[src/rtl/core_boot_loader.sv]
// core_boot_loader: framed byte-stream loader for the single-cycle core.
// Ports: clk/rst; in_data/in_valid/in_ready byte handshake in;
// inst_mem_*, reg_load_we/load_reg_*, pc_first_we/pc_start_addr load
// strobes and data out; setup (core hold), busy, sticky err_code.
module core_boot_loader #(
  parameter logic [31:0] RESET_PC       = 32'h0000_0000,
  parameter int          TIMEOUT_CYCLES = 1024,
  parameter int          TO_W           = 16
) (
  input  logic        clk,
  input  logic        rst,
  input  logic [7:0]  in_data,
  input  logic        in_valid,
  output logic        in_ready,
  output logic        setup,
  output logic        inst_mem_we,
  output logic [31:0] inst_mem_addr,
  output logic [31:0] inst_mem_data,
  output logic        reg_load_we,
  output logic [4:0]  load_reg_addr,
  output logic [31:0] load_reg_data,
  output logic        pc_first_we,
  output logic [31:0] pc_start_addr,
  output logic        busy,
  output logic [1:0]  err_code
);

  typedef enum logic [2:0] {
    S_IDLE,
    S_GET_ADDR,
    S_GET_REG,
    S_GET_DATA,
    S_COMMIT,
    S_RUN
  } state_t;

  localparam bit TO_EN = (TIMEOUT_CYCLES != 0);
  localparam logic [TO_W-1:0] TO_LAST = TO_W'(TIMEOUT_CYCLES - 1);

  state_t          r_state;
  logic [1:0]      r_cmd;
  logic [1:0]      r_cnt;
  logic [23:0]     r_buf;
  logic [31:0]     r_addr;
  logic [4:0]      r_reg;
  logic [TO_W-1:0] r_to;
  logic            r_setup;
  logic            r_iwe;
  logic            r_rwe;
  logic            r_pwe;
  logic [31:0]     r_iaddr;
  logic [31:0]     r_idata;
  logic [4:0]      r_raddr;
  logic [31:0]     r_rdata;
  logic [31:0]     r_pc;
  logic [1:0]      r_err;

  logic            w_xfer;
  logic            w_get;
  logic            w_to_hit;
  logic [31:0]     w_word;

  assign in_ready = (r_state != S_COMMIT);
  assign w_xfer   = in_valid && in_ready;
  assign w_get    = (r_state == S_GET_ADDR) ||
                    (r_state == S_GET_REG)  ||
                    (r_state == S_GET_DATA);
  assign w_to_hit = TO_EN && (r_to == TO_LAST);
  // The fourth byte goes straight into the top lane of the word.
  assign w_word   = {in_data, r_buf};

  always_ff @(posedge clk) begin
    if (rst) begin
      r_state <= S_IDLE;
      r_cmd   <= '0;
      r_cnt   <= '0;
      r_buf   <= '0;
      r_addr  <= '0;
      r_reg   <= '0;
      r_to    <= '0;
      r_setup <= 1'b1;
      r_iwe   <= 1'b0;
      r_rwe   <= 1'b0;
      r_pwe   <= 1'b0;
      r_iaddr <= '0;
      r_idata <= '0;
      r_raddr <= '0;
      r_rdata <= '0;
      r_pc    <= RESET_PC;
      r_err   <= '0;
    end else begin
      r_iwe <= 1'b0;
      r_rwe <= 1'b0;
      r_pwe <= 1'b0;

      if (w_get && !w_xfer && TO_EN && !w_to_hit)
        r_to <= r_to + 1'b1;
      else
        r_to <= '0;

      if (w_xfer && (r_state == S_GET_ADDR || r_state == S_GET_DATA)) begin
        r_cnt <= r_cnt + 2'd1;
        case (r_cnt)
          2'd0:    r_buf[7:0]   <= in_data;
          2'd1:    r_buf[15:8]  <= in_data;
          2'd2:    r_buf[23:16] <= in_data;
          default: ;
        endcase
      end

      unique case (r_state)
        S_IDLE: begin
          r_cnt <= '0;
          if (w_xfer) begin
            case (in_data)
              8'h01, 8'h03: begin
                r_cmd   <= in_data[1:0];
                r_err   <= 2'd0;
                r_state <= S_GET_ADDR;
              end
              8'h02: begin
                r_cmd   <= 2'd2;
                r_err   <= 2'd0;
                r_state <= S_GET_REG;
              end
              8'h04: begin
                r_err   <= 2'd0;
                r_setup <= 1'b0;
                r_state <= S_RUN;
              end
              default: r_err <= 2'd1;
            endcase
          end
        end
        S_GET_ADDR: begin
          if (w_xfer && r_cnt == 2'd3) begin
            if (r_cmd == 2'd3) begin
              r_pc    <= w_word;
              r_pwe   <= 1'b1;
              r_state <= S_COMMIT;
            end else begin
              r_addr  <= w_word;
              r_state <= S_GET_DATA;
            end
          end
        end
        S_GET_REG: begin
          if (w_xfer) begin
            r_reg   <= in_data[4:0];
            r_cnt   <= '0;
            r_state <= S_GET_DATA;
          end
        end
        S_GET_DATA: begin
          if (w_xfer && r_cnt == 2'd3) begin
            r_state <= S_COMMIT;
            if (r_cmd == 2'd2) begin
              r_raddr <= r_reg;
              r_rdata <= w_word;
              r_rwe   <= 1'b1;
            end else begin
              r_iaddr <= r_addr;
              r_idata <= w_word;
              r_iwe   <= 1'b1;
            end
          end
        end
        S_COMMIT: r_state <= S_IDLE;
        S_RUN: begin
          if (w_xfer) begin
            if (in_data == 8'h05) begin
              r_setup <= 1'b1;
              r_state <= S_IDLE;
            end else begin
              r_err <= 2'd1;
            end
          end
        end
        default: r_state <= S_IDLE;
      endcase

      // Inter-byte gap too long: drop the partial packet.
      if (w_get && !w_xfer && w_to_hit) begin
        r_state <= S_IDLE;
        r_err   <= 2'd2;
      end
    end
  end

  assign setup         = r_setup;
  assign inst_mem_we   = r_iwe;
  assign inst_mem_addr = r_iaddr;
  assign inst_mem_data = r_idata;
  assign reg_load_we   = r_rwe;
  assign load_reg_addr = r_raddr;
  assign load_reg_data = r_rdata;
  assign pc_first_we   = r_pwe;
  assign pc_start_addr = r_pc;
  assign busy          = w_get || (r_state == S_COMMIT);
  assign err_code      = r_err;

endmodule
[config.mk]
export PLATFORM = sky130hd
export DESIGN_NAME = core_boot_loader
export DESIGN_NICKNAME = d
export VERILOG_FILES = /design/src/rtl/core_boot_loader.sv
export SDC_FILE = /design/constraint.sdc
export NUM_CORES = 1
export LEC_CHECK = 0
export CELL_PAD_IN_SITES_DETAIL_PLACEMENT = 1
export CELL_PAD_IN_SITES_GLOBAL_PLACEMENT = 1
export CORE_MARGIN = 4
export CORE_UTILIZATION = 41
export CTS_CLUSTER_SIZE = 16
export DETAILED_ROUTE_END_ITERATION = 16
export GPL_TIMING_DRIVEN = 0
export PLACE_DENSITY_LB_ADDON = 0.2
export SYNTH_ARGS = -nofsm -noshare
export SYNTH_HDL_FRONTEND = slang
export SYNTH_SLANG_ARGS = --single-unit
[constraint.sdc]
create_clock -name clk -period 4.2 [get_ports clk]
set_input_delay 0.84 -clock clk [delete_from_list [all_inputs] [get_ports clk]]
set_output_delay 0.84 -clock clk [all_outputs]
set_load 0.02 [all_outputs]
# After elaboration in Yosys (flattened, before gate mapping)
# Index checks and enable logic that the tools add are counted.
[word_totals]
regBits = 223
output_inout_bits = 141
wordCells = 120
input_bits = 11
[classes]
n_bitwise = 6
reduce_logical = 36
mux = 27
n_addsub = 2
n_eq_ne = 29
[ops]
columns = ["cell", "n"]
rows = [
  ["2-to-1 mux 3 bit", 7],
  ["adder 16 x 1 -> 16 bit, second input constant", 1],
  ["equality test 16 x 10 -> 1 bit, second input constant", 1],
  ["equality test 8 x 2 -> 1 bit, second input constant", 2],
  ["equality test 8 x 3 -> 1 bit, second input constant", 2],
  ["case mux 3 bit (5 select lines)", 1],
  ["AND reduction 3 bit", 5],
  ["2-to-1 mux 2 bit", 6],
  ["!= test 3 bit, second input constant", 4],
  ["case mux 2 bit (2 select lines)", 3],
  ["!= test 2 bit, second input constant", 5],
  ["case mux 3 bit (3 select lines)", 1],
  ["equality test 2 bit, second input constant", 4],
  ["equality test 8 x 1 -> 1 bit, second input constant", 1],
  ["2-to-1 mux 1 bit", 8],
  ["AND reduction 2 bit", 4],
  ["AND reduction 4 bit", 2],
  ["AND reduction 7 bit", 1],
  ["equality test 3 x 2 -> 1 bit, second input constant", 2],
  ["equality test 3 bit, second input constant", 2],
  ["logical AND 1 bit", 6],
  ["!= test 2 x 1 -> 1 bit, second input constant", 3],
  ["inverter 1 bit", 6],
  ["OR reduction 2 bit", 3],
  ["other kinds (14)", 20],
]

# Logic depth before layout (Yosys ltp)
# Gate-level depths: netlist (run 1).
[logic_depth]
ltp_word = 7
ltp_mapped = 8
ltp_nobuf = 6

# Worst setup path before layout (run 1)
# Ideal clock, no wire load.
[synth_path]
path_type = "input -> register"
startpoint = "in in_data[5]"
endpoint = "reg r_setup, in the netlist setup"
setup_ns = 0.122
arrival_ns = 2.241
required_time_ns = 4.078
n_path_buf = 1
slack_ns = 1.837
stages = 6
cell_sequence = "clkbuf_2 or4_4 nor2_4 a41o_2 nand4_1 a221o_1"
[synth_between]
elab_chain_cells = 3
elab_cells_between_ends = 5
classes_between = "4 x eq/ne; 1 x reduce/logical"
[synth_rtl]
columns = ["item", "line", "text"]
rows = [
  ["from (decl)", "12", "input logic [7:0] in_data,"],
  ["equality test 8 x 3 -> 1 bit (on tied branches)", "115, 171", ""],
  ["!= test 2 x 1 -> 1 bit (no line) or != test 2 bit (tied branches)", "n/a", ""],
  ["AND reduction 5 bit (no line) *", "n/a", ""],
  ["to (signal assigned)", "81", "r_setup <= 1'b1;"],
  ["to (signal assigned)", "128", "r_setup <= 1'b0;"],
  ["to (signal assigned)", "172", "r_setup <= 1'b1;"],
  ["to (decl)", "47", "logic r_setup;"],
]
# Every way passes the cells marked *; elsewhere a longest branch is shown, timed or not.
# A chain may end at the register's enable or synchronous reset.

# Final worst setup path (run 1)
[layout_path]
startpoint = "reg r_state[2]"
endpoint = "out busy"
[layout_between]
elab_chain_cells = 4
elab_cells_between_ends = 7
classes_between = "4 x eq/ne; 3 x reduce/logical"
[layout_rtl]
columns = ["item", "line", "text"]
rows = [
  ["from (decl)", "40", "state_t r_state;"],
  ["from (signal assigned)", "74", "r_state <= S_IDLE;"],
  ["from (signal assigned)", "119", "r_state <= S_GET_ADDR;"],
  ["from (signal assigned)", "124", "r_state <= S_GET_REG;"],
  ["equality test 3 x 1 -> 1 bit or equality test 3 x 2 -> 1 bit (tied branches)", "65, 66", ""],
  ["logical OR 1 bit", "65", "assign w_get = (r_state == S_GET_ADDR) ||"],
  ["logical OR 1 bit", "66", "(r_state == S_GET_REG) ||"],
  ["logical OR 1 bit *", "199", "assign busy = w_get || (r_state == S_COMMIT);"],
  ["to (decl)", "24", "output logic busy,"],
]
# Marked as above.

==> impl_metrics.csv, run 1 <==
group,metric,value,unit
clock_tree,hold_buffers,0,
clock_tree,cts_tree,"built",
run_status,status,"finished clean",
pwr,power_frac_comb,0.023,
clock_tree,cts_resized,0,
pwr,switching_share,0.2219,
clock_tree,clock_latency,0.53,ns
worst_setup_path,max_stage_delay,0.63,ns
cells_and_area,nNetsFinal,1216,
synthesis,synth_seq_area_share,0.5467,
global_routing,grt_overflow_total,0,
pwr,p_clk_frac,0.471,
clock_tree,cts.sink_count,223,
clock_tree,clock_path_buffers,3,
min_path,hold_class,"register to register",
placement,finalWeightedCongestion,0.8298,
global_routing,grt_pass1_wl,42640,µm
placement,hpwl,19110,µm
timing,worst_pin_slew,0.8975,ns
cells_and_area,stdcell_area,10670,µm²
worst_setup_path,crit_chain,"clkbuf_1 > xnor2_1 > clkdlybuf4s50_1",
clock_tree,post-cts-setup-buffers,0,
detailed_routing,vias,7678,
global_routing,grt_util_all_layers,0.2407,
synthesis,syn-cell-area,8165,µm²
worst_setup_path,arrival,2.23,ns
global_routing,grt_start_max_net_pins,13,
synthesis,postSynth.asyncResetShare,0,
synthesis,synth_cells,1029,
die,die_w,149.1,µm
worst_setup_path,crit_required,3.36,ns
clock_tree,htree_levels,1,
timing,setup_viol,0,
timing,hold_viol_final,0,
pwr,leakage,3.534,nW
die,core_area,19530,µm²
timing,finalSetupTns,0,ns
worst_setup_path,cpMaxStageDelayCell,"clkdlybuf4s50_1",
synthesis,synth_edf_count,0,
detailed_routing,drc,0,
timing,slew_viol_final,0,
detailed_routing,via_per_inst,5.191,
timing,skew,0.01061,ns
worst_setup_path,critPathKind,"register to primary output",
timing,period_minus_slack,3.068,ns
detailed_routing,dr.pass1.iters,5,
synthesis,synth.area.top_cells,"dfxtp_1 55%, nand2_1 18%, a21oi_1 12%",
timing,rsz0062_at_grt,"false",
cells_and_area,multi_input_area,3353,µm²
die,die_y,149.1,µm
clock_tree,cts-root-buf,"clkbuf_16",
cells_and_area,antennaDiodeCount,0,
synthesis,synth_top_family_by_area,"simple AND/OR/NAND/NOR gates",
pwr,ir_drop,0.2983,mV
cells_and_area,fill_cells,2440,
synthesis,synth_seq_cells,223,
synthesis,synth_warnings,0,
synthesis,synth_xor_area_frac,0.01609,
run,cap_violations,0,
global_routing,antenna_found_initial,0,
detailed_routing,wirelength,27110,µm
clock_tree,cts.clk_slew.worst_paths,0.06,ns
cells_and_area,fin_cells,1479,
placement,dpl.cell_count,1439,
synthesis,synth_compound_area_frac,0.1356,
pwr,switchingPower,0.9280,mW
detailed_routing,first_iter_violations,411,
worst_setup_path,cp_max_fo,10,
synthesis,synthAdderAreaFrac,0.007662,
die,rows,51,
pwr,power_density,392.1,nW/µm²
detailed_routing,wire_per_inst,18.33,µm
cells_and_area,seqCellArea,4464,µm²
worst_setup_path,cp-start-kind,"register",
global_routing,grt_pass1_vias,7853,
timing,max_slew_margin,0.4017,
synthesis,synth_nets,1045,
die,die_area,22240,µm²
placement,portBuffers,145,
pwr,p_int,3.254,mW
die,ios,152,
synthesis,yosysTopAreaCell,"dfxtp_1",
synthesis,muxShareOfSynthArea,0.01226,
synthesis,yosys.area_share.simple,0.2390,
synthesis,syn_area_per_cell,7.935,µm²
timing,period_share,0.7304,
die,initial_core_util,0.4182,
pwr,total_power,4.182,mW
detailed_routing,ant_nets,0,
pwr,seqPwrFrac,0.507,
synthesis,netlist.area_leader.share,0.5467,
timing,whs,0.4513,ns
synthesis,synth_flop_cell,"dfxtp_1",
clock_tree,cts_buffers,24,
placement,dpl_cell_area,9948,µm²
synthesis,ys_types,41,
cells_and_area,layout-drive-gt1-share,0.05848,
timing,max_freq,326.0,MHz
worst_setup_path,crit_path_end_kind,"primary output",
cells_and_area,syn2layout_area_growth,30.65,%
## metrics by stage
stage	utilization	worst slack, ns
after floorplan	-	1.837
after CTS	0.5463	1.120
final	0.5463	1.132
after global placement	0.5095	1.511
after detailed placement	0.5095	1.432
after global routing	0.5463	1.006
## cell usage after synthesis (3+ instances only)
cell and instances:
o21ai_0 4, nor2_1 37, xor2_1 8, xnor2_1 7, nand2b_1 3, mux2i_1 10
a21oi_1 194, nor3_1 6, nor4_1 3, nor2b_1 4, nand4_1 3, nand2_1 392
nand3_1 16, and3_1 9, ha_1 5, inv_1 4, buf_2 27, dfxtp_1 223
clkbuf_1 46
## path summary, 6_finish.rpt
check | from | end | slack, ns | cells after the start
worst max-delay path | r_state[2] | busy | 1.13 | 3
worst min-delay path | inst_mem_addr[5] | inst_mem_addr[5] | 0.45 | 2
worst max register to register | r_state[2] | pc_start_addr[4] | 1.94 | 7
worst min register to register | inst_mem_addr[5] | inst_mem_addr[5] | 0.45 | 2
## logic make-up (layout without fill, tap and decap cells)
| logic type | count (synthesis) | in the layout |
|---|---|---|
| adders and majority gates | 5 | 5 |
| DFF | 223 | 223 |
| and+or+nand+nor | 484 | 484 |
| buffers and inverters | 81 | 266 |
| muxes | 10 | 10 |
| xor gates and xnor gates | 15 | 15 |
| AOI/OAI and AO/OA | 211 | 211 |
## worst max-delay path, delay by kind of cell, from the launching register on
kind / cells / cell delay, ns
DFF: 1 / 0.45
buffers and inverters: 2 / 1.06
xor gates and xnor gates: 1 / 0.19
## layout make-up
| type | instances | share of cell area |
|---|---|---|
| clock inverters | 6 | 0.003871 |
| repair buffers | 145 | 0.1361 |
| multi-input cells | 725 | 0.3143 |
| inverters | 4 | 0.001407 |
| flip-flops and latches | 223 | 0.4185 |
| plain buffers | 77 | 0.03120 |
| well taps | 265 | 0.03108 |
| clock buffers | 34 | 0.06357 |
## power groups by stage
stage	clock [mW]	combinational, mW	sequential (mW)
3_5_place_dp	0	0.0934	2.17
3_3_place_gp	0	0.0915	2.17
6_report	1.97	0.0945	2.12
2_1_floorplan	0	0.0509	2.17
4_1_cts	1.99	0.0941	2.12
5_1_grt	2.09	0.102	2.12
## per-layer routing
metal,GRT usage,part of all wire,vias up
met3,0.04953,0.062,59
met1,0.3134,0.44,3719
met5,0,0,-
met2,0.4030,0.47,212
li1,-,-,3688
met4,0.07551,0.030,0
## cells in the final DEF, fill, tap and decap left out, types with 4 or more instances in the layout
cell	instances
mux2i_1	10
nor2b_1	4
nand3_1	16
clkinv_2	5
dfxtp_1	223
a21oi_1	194
nor2_1	37
clkdlybuf4s50_1	145
xnor2_1	7
and3_1	9
ha_1	5
nor3_1	6
inv_1	4
clkbuf_16	24
o21ai_0	4
xor2_1	8
clkbuf_1	52
nand2_1	392
buf_2	27
clkbuf_8	4
Power figures use the tool's default switching activity.
==> run 2, diff against run 1 <==
Settings changed: CORE_UTILIZATION 41 to 38.
Clock period 4.2 ns to 2.95 ns, I/O delays scaled along.
==> run 2 against run 1 <==
Net effect:
- final area fell by 0.21%
- final cell count rose by 0.54%
- wire length fell by 0.69%
- sequential power rose by 42%
- worst setup slack got worse by 0.96 ns
- flip-flop and latch count did not move
- critical path type unchanged
==> impl_metrics.csv, run 2 (same netlist as run 1, synthesis figures left out) <==
group,metric,value,unit
worst_setup_path,crit_required,2.36,ns
clock_tree,hold_buffers,0,
timing,period_minus_slack,2.774,ns
clock_tree,htree_levels,1,
detailed_routing,ant_nets,0,
clock_tree,cts.sink_count,223,
detailed_routing,dr.pass1.iters,4,
global_routing,grt_pass1_wl,42810,µm
pwr,power_density,549.6,nW/µm²
worst_setup_path,cp_top_family,"buffers and inverters",
timing,finalSetupTns,0,ns
clock_tree,cts_tree,"built",
pwr,ir_drop,0.3088,mV
timing,period_share,0.9403,
timing,max_freq,360.5,MHz
timing,slew_viol_final,0,
detailed_routing,via_per_inst,5.045,
die,initial_core_util,0.3872,
worst_setup_path,crit_path_end_kind,"primary output",
cells_and_area,layout-drive-gt1-share,0.05858,
global_routing,grt_pass1_vias,7783,
cells_and_area,syn2layout_area_growth,30.37,%
cells_and_area,fill_cells,2593,
run,cap_violations,0,
clock_tree,cts.clk_slew.worst_paths,0.06,ns
clock_tree,clock_path_buffers,3,
detailed_routing,vias,7502,
cells_and_area,nNetsFinal,1215,
timing,worst_pin_slew,0.9073,ns
detailed_routing,drc,0,
placement,finalWeightedCongestion,0.8088,
timing,setup_viol,0,
detailed_routing,first_iter_violations,330,
clock_tree,clock_latency,0.52,ns
worst_setup_path,max_stage_delay,0.65,ns
clock_tree,cts_resized,0,
min_path,hold_class,"input pin to register",
worst_setup_path,path_buf_inv,2,
cells_and_area,final_common_cell,"nand2_1",
placement,dpl_cell_area,9961,µm²
global_routing,grt_util_all_layers,0.2224,
timing,hold_viol_final,0,
die,die_y,154.6,µm
pwr,leakage,3.521,nW
worst_setup_path,cp-start-kind,"register",
pwr,total_power,5.851,mW
worst_setup_path,arrival,2.18,ns
cells_and_area,final_cell_mix,"392 x nand2_1, 223 x dfxtp_1, 194 x a21oi_1, 145 x clkdlybuf4s50_1, 50 x clkbuf_1",
timing,skew,0.01348,ns
clock_tree,cts_buffers,23,
die,ios,152,
global_routing,antenna_found_initial,0,
worst_setup_path,cp_max_fo,10,
global_routing,grt_overflow_total,0,
worst_setup_path,crit_chain,"buf_2 > nor2_1 > xnor2_1 > clkdlybuf4s50_1",
cells_and_area,antennaDiodeCount,0,
timing,rsz0062_at_grt,"false",
clock_tree,cts-root-buf,"clkbuf_16",
worst_setup_path,critPathKind,"register to primary output",
clock_tree,post-cts-setup-buffers,0,
die,die_w,154.6,µm
detailed_routing,wirelength,26920,µm
placement,portBuffers,145,
timing,max_slew_margin,0.3905,
worst_setup_path,cpMaxStageDelayCell,"clkdlybuf4s50_1",
run_status,status,"finished clean",
die,rows,53,
placement,hpwl,18960,µm
die,core_area,21090,µm²
die,die_area,23900,µm²
cells_and_area,stdcell_area,10650,µm²
detailed_routing,wire_per_inst,18.11,µm
global_routing,grt_start_max_net_pins,14,
[run 2: cell types whose count changed in the layout (fill, tap and decap cells not counted), sizes merged]
cell,delta
clkbuf,-2
inv,+1
clkinv,-1
[run 2: path summary, 6_finish.rpt]
| kind | start | endpoint | slack (ns) | cells past startpoint |
|---|---|---|---|---|
| setup reg to reg | r_to[0] | r_to[8] | 0.50 | 7 |
| hold / removal | in_data[4] | r_buf[4] | 0.37 | 3 |
| hold reg to reg | r_addr[26] | inst_mem_addr[26] | 0.45 | 2 |
| setup / recovery | r_state[0] | busy | 0.18 | 4 |
[run 2: layout make-up]
cell class	instances	area [µm²]	share of cell area
inverters	4	15.01	0.001410
clock inverters	6	33.78	0.003173
multi-input cells	725	3353	0.3150
repair buffers	145	1451	0.1363
plain buffers	77	334.1	0.03138
clock buffers	32	649.4	0.06100
well taps	275	344.1	0.03232
flip-flops and latches	223	4464	0.4194
[run 2: tightest hold or removal path: cells and delay by family]
family,cells,cell delay (ns)
buffers and inverters,1,0.13
and+or+nand+nor,1,0.06
AOI/OAI and AO/OA,1,0.05
[run 2: metrics by stage]
step | setup slack (ns) | utilization | hold slack (ns) | instances
3_5_place_dp | 0.4520 | 0.4724 | 0.4455 | 1449
4_1_cts | 0.08692 | 0.5047 | 0.3646 | 1487
3_3_place_gp | 0.4393 | 0.4724 | 0.4303 | 1449
5_1_grt | 0.02651 | 0.5048 | 0.3844 | 1487
2_1_floorplan | 0.8374 | - | 0.4179 | 1029
6_report | 0.1762 | 0.5048 | 0.3720 | 1487
[run 2: layer usage]
metal / up-vias / GRT usage / share of wire
li1: 3678 / - / -
met1: 3616 / 0.3064 / 0.45
met2: 179 / 0.3690 / 0.47
met3: 29 / 0.03693 / 0.061
met4: 0 / 0.04836 / 0.014
met5: - / 0 / 0
[run 2: power breakdown]
| part | switching, mW | internal, mW | leakage, nW |
|---|---|---|---|
| logic | 0.105 | 0.0280 | 1.38 |
| registers | 0.00266 | 3.01 | 1.80 |
| clock network | 1.17 | 1.53 | 0.342 |
